`config.mk`:
```
export PLATFORM = sky130hd
export DESIGN_NAME = serial_alu_seq
export DESIGN_NICKNAME = d
export VERILOG_FILES = /design/src/rtl/serial_alu_seq.sv
export SDC_FILE = /design/constraint.sdc
export NUM_CORES = 1
export LEC_CHECK = 0
export CAP_MARGIN = 15
export CORE_MARGIN = 8
export CORE_UTILIZATION = 45
export CTS_BUF_LIST = sky130_fd_sc_hd__clkbuf_8
export DETAILED_ROUTE_END_ITERATION = 16
export PLACE_DENSITY_LB_ADDON = 0.1
export SYNTH_ARGS = -nofsm -noshare
export SYNTH_HDL_FRONTEND = slang
export SYNTH_SLANG_ARGS = --single-unit
export TNS_END_PERCENT = 100
```
`constraint.sdc`:
```
create_clock -name clk -period 1.25 [get_ports clk]
set_input_delay 0.1875 -clock clk [delete_from_list [all_inputs] [get_ports clk]]
set_output_delay 0.1875 -clock clk [all_outputs]
set_load 0.1 [all_outputs]
```
`src/rtl/serial_alu_seq.sv`:
```
//==============================================================================
// serial_alu_seq : bit-serial ALU sequencer driving an external 1-bit slice.
// Optional flag outputs with SERIAL_ALU_FLAGS_EN.  Revision: 1.0
//==============================================================================
`default_nettype none

module serial_alu_seq #(
  parameter int WIDTH = 8
) (
  input  logic             clk,
  input  logic             rst_n,
  input  logic             in_valid,
  output logic             in_ready,
  input  logic [WIDTH-1:0] in_a,
  input  logic [WIDTH-1:0] in_b,
  input  logic [1:0]       in_op,
  output logic             slice_a,
  output logic             slice_b,
  output logic             slice_cin,
  output logic [1:0]       slice_op,
  input  logic             slice_s,
  input  logic             slice_cout,
  output logic             out_valid,
  input  logic             out_ready,
  output logic [WIDTH-1:0] out_result,
  output logic             out_cout
`ifdef SERIAL_ALU_FLAGS_EN
  ,
  output logic             out_zero,
  output logic             out_ovf
`endif
);

  localparam int         CNT_W      = (WIDTH > 2) ? $clog2(WIDTH) : 1;
  localparam logic [1:0] c_st_idle  = 2'd0;
  localparam logic [1:0] c_st_run   = 2'd1;
  localparam logic [1:0] c_st_done  = 2'd2;
  localparam logic [1:0] c_op_sub   = 2'b11;
  localparam logic [CNT_W-1:0] c_cnt_last = CNT_W'(WIDTH - 1);

  logic [1:0]       r_state;
  logic [WIDTH-1:0] r_a;
  logic [WIDTH-1:0] r_b;
  logic [1:0]       r_op;
  logic [CNT_W-1:0] r_cnt;
  logic             r_carry;
  logic [WIDTH-1:0] r_result;
  logic             r_cout;
  logic             w_run;

`ifdef SERIAL_ALU_FLAGS_EN
  logic             r_zero;
  logic             r_ovf;
  logic [WIDTH-1:0] w_final;

  // Full result word as it will stand once the MSB from the slice lands.
  assign w_final  = {slice_s, r_result[WIDTH-2:0]};
  assign out_zero = r_zero;
  assign out_ovf  = r_ovf;
`endif

  assign w_run      = (r_state == c_st_run);
  assign in_ready   = (r_state == c_st_idle);
  assign out_valid  = (r_state == c_st_done);
  assign slice_a    = w_run & r_a[r_cnt];
  assign slice_b    = w_run & r_b[r_cnt];
  assign slice_cin  = w_run & r_carry;
  assign slice_op   = r_op;
  assign out_result = r_result;
  assign out_cout   = r_cout;

  always_ff @(posedge clk or negedge rst_n) begin
    if (!rst_n) begin
      r_state  <= c_st_idle;
      r_a      <= '0;
      r_b      <= '0;
      r_op     <= 2'b00;
      r_cnt    <= '0;
      r_carry  <= 1'b0;
      r_result <= '0;
      r_cout   <= 1'b0;
`ifdef SERIAL_ALU_FLAGS_EN
      r_zero   <= 1'b0;
      r_ovf    <= 1'b0;
`endif
    end else begin
      case (r_state)
        c_st_idle: begin
          if (in_valid) begin
            r_a      <= in_a;
            r_b      <= in_b;
            r_op     <= in_op;
            r_cnt    <= '0;
            r_carry  <= (in_op == c_op_sub);
            r_result <= '0;
            r_state  <= c_st_run;
          end
        end
        c_st_run: begin
          r_result[r_cnt] <= slice_s;
          r_carry         <= slice_cout;
          r_cnt           <= r_cnt + 1'b1;
          if (r_cnt == c_cnt_last) begin
            r_cout  <= slice_cout;
            r_cnt   <= '0;
            r_state <= c_st_done;
`ifdef SERIAL_ALU_FLAGS_EN
            r_zero  <= (w_final == '0);
            // Carry into the MSB is the carry register during the last bit.
            r_ovf   <= r_op[1] & (r_carry ^ slice_cout);
`endif
          end
        end
        c_st_done: begin
          if (out_ready) begin
            r_state <= c_st_idle;
          end
        end
        default: r_state <= c_st_idle;
      endcase
    end
  end

endmodule

`default_nettype wire

```
==> out/metrics.csv, run 1 <==
stage;metric;value;unit
outcome;status;complete, but fails checks;
outcome;violations;negative setup slack;
cts;htreeDepth;2;
final_layout;n_antenna_cell;0;
routing;vias;1624;
placed_design;dp_hpwl;3090;um
synthesis;ys_seq_area_share;52.7;%
sta;finalClockSkew;0.0168;ns
die;die_w;75;um
sta;timing.setup.tns;-9.11;ns
worst_setup_path;critPathKind;flop to output pin;
die;ios;40;
synthesis;ys_warn_count;0;
routing;wirelength;6370;um
sta;slew_viol_final;0;
sta;setup_slack;-0.644;ns
final_layout;stdcell_area;0.00295;mm^2
routing;dr.first_iter.drc_count;133;
synthesis;yosys_most_used_dff;dfrtp_1;
sta;rsz0062_at_grt;true;
sta;setup_viol;38;
worst_setup_path;r2r_start;r_cnt[0];
sta;worstMarginPinSlew;0.350;ns
worst_setup_path;required;1.06;ns
sta;max_freq;528;MHz
synthesis;synthArstFlopShare;100;%
die;core;0.00334;mm^2
worst_setup_path;crit_fanout;7;
placed_design;place_ws;-0.366;ns
worst_setup_path;reg2reg_to;out_cout;
global_route;antenna_found_initial;0;
routing;drc;0;
routing;vias_per_cell;5.84;
synthesis;synthesis.nets;187;
flow_run;maxCapViolCount;0;
die;die_area;0.00563;mm^2
die;die_h;75;um
global_route;gr-total-overflow;0;
global_route;grt.total_usage;18.1;%
synthesis;syn_inst;161;
die;initial_utilization;46.9;%
cts;hold_buffers;0;
cts;numClockSinks;33;
min_path;hp-class;input port to async pin;
worst_setup_path;arrival;1.71;ns
cts;insertion_delay;0.30;ns
die;rows;21;
synthesis;avgSynthCellArea;9.73;um^2
synthesis;ys_ff_latch;33;
final_layout;syn_to_final_growth;88.6;%
global_route;grt_pass1_vias;1632;
worst_setup_path;critPathLaunchType;flop;
sta;max_slew_margin;76.4;%
synthesis;yosysUniqueCellTypes;32;
synthesis;synth_edf_count;0;
final_layout;drive_gt1_share;54.3;%
routing;firstDrtPassIters;4;
routing;wl_per_cell;22.9;um
cts;clock_path_buffers;2;
synthesis;synth_area;0.00157;mm^2
sta;min_period_over_period;152;%
placed_design;gp_congestion;0.813;
worst_setup_path;rr_worst_depth;5;
cts;cts_made_buffers;5;
worst_setup_path;cp-end-kind;output pin;
cts;cts_root_buf;clkbuf_8;
sta;period_needed;1.89;ns
placed_design;io_buffer_count;39;
cts;clk_pin_slew_worst_paths;0.08;ns
routing;antenna_left;0;
placed_design;placed_area;0.00239;mm^2
global_route;grt_max_degree;34;
worst_setup_path;reg2reg_slack;-0.31;ns
sta;hold_viol;0;
cts;tritoncts;yes;
final_layout;nNetsFinal;257;
global_route;grt_pass1_wl;7620;um
## flip-flops by register name, indices dropped and copies added (netlist names)
| register | count |
|---|---|
| out_cout | 1 |
| out_result | 8 |
| r_a | 8 |
| r_b | 8 |
| r_carry | 1 |
| r_cnt | 3 |
| r_state | 2 |
| slice_op | 2 |
## worst max-delay path by stage
| stage | from | end | cells past startpoint |
|---|---|---|---|
| 3_3_place_gp | r_cnt[1] | slice_b | 4 |
| 6_report | r_cnt[1] | slice_b | 5 |
| 2_1_floorplan | r_cnt[0] | slice_b | 4 |
| 5_1_grt | r_cnt[1] | slice_b | 5 |
| 4_1_cts | r_cnt[0] | slice_b | 5 |
| 3_5_place_dp | r_cnt[0] | out_cout | 5 |
## logic make-up (layout without fill, tap and decap cells)
| family | Yosys count | in the layout | share of synthesized area, % |
|---|---|---|---|
| mux | 10 | 10 | 8.07 |
| buf+inv | 15 | 84 | 5.83 |
| flops | 33 | 33 | 52.7 |
| fa+ha+maj | 2 | 2 | 1.60 |
| simple gates | 84 | 86 | 23.1 |
| compound gates | 17 | 17 | 8.71 |
## metal layers
layer / vias to the layer above / GRT usage [%] / wire [um]
li1: 690 / - / -
met1: 792 / 20.6 / 2320
met2: 102 / 30.8 / 3220
met3: 40 / 5.19 / 437
met4: 0 / 7.83 / 393
met5: - / 0 / 0
## cell usage after synthesis (2+ instances only)
cell	number	area [um^2]
nand2b_1	3	18.8
nand2_1	66	248
nand4_1	2	12.5
dfrtp_1	33	826
inv_1	3	11.3
o41ai_1	4	35.0
nor2b_1	2	12.5
buf_2	7	35.0
o311ai_1	4	35.0
mux4_2	2	45.0
mux2i_1	7	70.1
o31ai_1	2	15.0
nor4_1	2	12.5
buf_6	3	33.8
ha_1	2	25.0
nand3_1	3	15.0
## layout make-up
| type | instances | area (um^2) |
|---|---|---|
| tap | 46 | 57.6 |
| clock inverter | 2 | 7.51 |
| sequential | 33 | 836 |
| multi-input combinational | 115 | 1030 |
| fill | 146 | 383 |
| inverter | 3 | 11.3 |
| timing repair buffer | 73 | 931 |
| clock buffer | 6 | 82.6 |
## timing repair
action	in CTS	in global routing
endpoints found under the hold margin	0	0
setup buffers	8	4
pin swaps	9	46
cloned	1	2
endpoints found under the setup margin	35	38
resized for setup	21	62
## critical path, cell delays in order, from the launching register on
cell	delay [ns]
dfrtp_2	0.48
buf_6	0.13
a21boi_0	0.10
a211o_1	0.29
a31oi_4	0.21
buf_12	0.19
## cell usage in the layout (no fill, tap or decap), types with 2 or more instances in the layout
| master | netlist | layout |
|---|---|---|
| buf_12 | 0 | 21 |
| buf_4 | 1 | 16 |
| buf_6 | 3 | 12 |
| clkbuf_8 | 0 | 6 |
| clkdlybuf4s50_1 | 0 | 23 |
| dfrtp_1 | 33 | 25 |
| dfrtp_2 | 0 | 8 |
| inv_1 | 3 | 5 |
| mux2i_1 | 7 | 7 |
| mux4_2 | 2 | 2 |
| nand2_1 | 66 | 32 |
| nand2_2 | 0 | 24 |
| nand2_4 | 0 | 10 |
| nand2b_1 | 3 | 2 |
| nand3_1 | 3 | 3 |
| nand4_1 | 2 | 2 |
| nor2b_4 | 0 | 2 |
| o311ai_4 | 0 | 4 |
| o41ai_2 | 0 | 4 |
| or3b_4 | 0 | 3 |
## per-stage QoR
| step | std cells | util (%) | hold slack (ns) |
|---|---|---|---|
| 5_1_grt | 278 | 88.5 | 0.281 |
| 2_1_floorplan | 161 | - | -0.108 |
| 6_report | 278 | 88.5 | 0.248 |
| 3_5_place_dp | 257 | 71.8 | 0.461 |
| 3_3_place_gp | 257 | 71.8 | 0.459 |
| 4_1_cts | 274 | 79.3 | 0.280 |
Power of run 1 is not shown: default switching activity piles up to over one toggle a cycle in this logic, so the estimate is an artifact.
==> run 2, diff against run 1 <==
--- a/config.mk
+++ b/config.mk
@@ -5,6 +5,7 @@
 export SDC_FILE = /design/constraint.sdc
 export NUM_CORES = 1
 export LEC_CHECK = 0
+export ABC_AREA = 0
 export CAP_MARGIN = 15
 export CORE_MARGIN = 8
 export CORE_UTILIZATION = 45
==> results of run 2 <==
Final layout, timing and power as in run 1 (identical DEF).
Power of run 2 is left out for the same reason.
==> run 3, diff against run 2 <==
--- a/config.mk
+++ b/config.mk
@@ -7,8 +7,10 @@
 export LEC_CHECK = 0
 export ABC_AREA = 0
 export CAP_MARGIN = 15
+export CELL_PAD_IN_SITES_DETAIL_PLACEMENT = 0
+export CELL_PAD_IN_SITES_GLOBAL_PLACEMENT = 1
 export CORE_MARGIN = 8
-export CORE_UTILIZATION = 45
+export CORE_UTILIZATION = 34
 export CTS_BUF_LIST = sky130_fd_sc_hd__clkbuf_8
 export DETAILED_ROUTE_END_ITERATION = 16
 export PLACE_DENSITY_LB_ADDON = 0.1
==> out/metrics.csv, run 3 (synthesis gave the netlist of run 1 again) <==
stage;metric;value;unit
outcome;status;complete, but fails checks;
outcome;violations;negative setup slack;
routing;wirelength;4930;um
die;rows;24;
final_layout;nNetsFinal;255;
final_layout;final_common_cell;nand2_1;
worst_setup_path;crit_fanout;6;
global_route;gr-total-overflow;0;
placed_design;placed_area;0.00234;mm^2
die;initial_utilization;35.7;%
worst_setup_path;arrival;1.62;ns
die;core;0.00438;mm^2
worst_setup_path;reg2reg_to;out_result[7];
routing;wl_per_cell;17.5;um
flow_run;maxCapViolCount;0;
worst_setup_path;cp-endpoint;slice_b;
sta;finalClockSkew;0.00439;ns
final_layout;n_antenna_cell;0;
die;ios;40;
worst_setup_path;rr_worst_depth;5;
sta;worst_hold_slack;0.261;ns
cts;cts_made_buffers;5;
worst_setup_path;cp-end-kind;output pin;
routing;antenna_left;0;
global_route;grt_max_degree;34;
placed_design;gp_congestion;0.799;
routing;firstDrtPassIters;4;
routing;vias_per_cell;5.21;
cts;tritoncts;yes;
global_route;antenna_found_initial;0;
final_layout;nFillCells;351;
worst_setup_path;cp-startpoint;r_cnt[1];
cts;clock_path_buffers;2;
min_path;hp-class;input port to async pin;
worst_setup_path;required;1.06;ns
placed_design;dp_hpwl;3010;um
sta;slew_viol_final;0;
final_layout;stdcell_area;0.00282;mm^2
sta;min_period_over_period;145;%
cts;numClockSinks;33;
die;die_h;83.9;um
final_layout;syn_to_final_growth;80.0;%
worst_setup_path;r2r_start;r_state[1];
sta;max_freq;553;MHz
die;die_area;0.00704;mm^2
sta;worstMarginPinSlew;0.397;ns
cts;clk_pin_slew_worst_paths;0.06;ns
worst_setup_path;critPathLaunchType;flop;
sta;setup_slack;-0.559;ns
cts;htreeDepth;2;
cts;insertion_delay;0.29;ns
routing;drc;0;
die;die_w;83.9;um
sta;setup_viol;38;
routing;vias;1465;
sta;period_needed;1.81;ns
sta;max_slew_margin;73.3;%
worst_setup_path;critPathKind;flop to output pin;
worst_setup_path;reg2reg_slack;-0.27;ns
placed_design;io_buffer_count;39;
global_route;grt_pass1_vias;1579;
sta;rsz0062_at_grt;true;
final_layout;final_cell_mix;nand2_1 (34), nand2_2 (32), dfrtp_1 (25), clkdlybuf4s50_1 (23), buf_12 (18);
final_layout;drive_gt1_share;52.4;%
routing;dr.first_iter.drc_count;34;
sta;hold_viol;0;
global_route;grt.total_usage;14.4;%
global_route;grt_pass1_wl;8160;um
placed_design;place_ws;-0.410;ns
cts;cts_root_buf;clkbuf_8;
[run 3: changes by cell type in the layout (fill, tap and decap cells not counted), moves of 2 or more]
cell | previous run | this run
nand2_1 | 32 | 34
nand3_2 | 0 | 2
nand2_2 | 24 | 32
buf_12 | 21 | 18
nand2_4 | 10 | 0
nand3_1 | 3 | 1
buf_6 | 12 | 14
[run 3: how the worst min path moves through the flow]
stage	depth (start not counted)	endpoint	slack [ns]	from
final	2	r_a[4]	0.26	rst_n
after global routing	2	r_a[4]	0.27	rst_n
after CTS	2	r_a[4]	0.27	rst_n
after detailed placement	2	r_b[7]	0.46	r_b[7]
after global placement	2	r_a[1]	0.46	r_a[1]
after floorplan	0	out_cout	-0.11	rst_n
[run 3: cell type report]
class	instances	area, um^2	area share, %
Inverter	3	11.3	0.399
Clock inverter	1	3.75	0.133
Sequential cell	33	836	29.6
Clock buffer	6	82.6	2.93
Tap cell	52	65.1	2.31
Multi-Input combinational cell	116	961	34.1
Timing Repair Buffer	70	861	30.5
[run 3: metal layers]
metal / vias to the layer above / wire length (um) / GRT usage, %
met5: - / 0 / 0
met4: 0 / 25 / 3.92
met3: 2 / 238 / 5.66
met2: 32 / 2420 / 22.7
met1: 744 / 2240 / 17.7
li1: 687 / - / -
[run 3: metrics by stage]
step	TNS (ns)	util [%]	instances
2_1_floorplan	-1.08	-	161
3_3_place_gp	-8.57	53.4	260
3_5_place_dp	-9.87	53.4	260
4_1_cts	-7.27	61.5	279
5_1_grt	-8.36	64.3	281
6_report	-7.15	64.3	281
[run 3: critical path, cell delays in order, from the launching register on]
cell     delay [ns]
dfrtp_2        0.46
mux2i_1        0.14
a211o_1        0.33
a31oi_4        0.21
buf_12         0.19
[run 3: timing repair]
action / 4_1_cts / 5_1_grt
buffers inserted: 8 / 6
gates cloned: 5 / 0
endpoints found under the setup margin: 38 / 38
hold endpoints to repair: 0 / 0
gates resized for setup: 48 / 31
pin swaps: 47 / 26
hold buffers: 0 / 0
Power of run 3 is left out for the same reason.
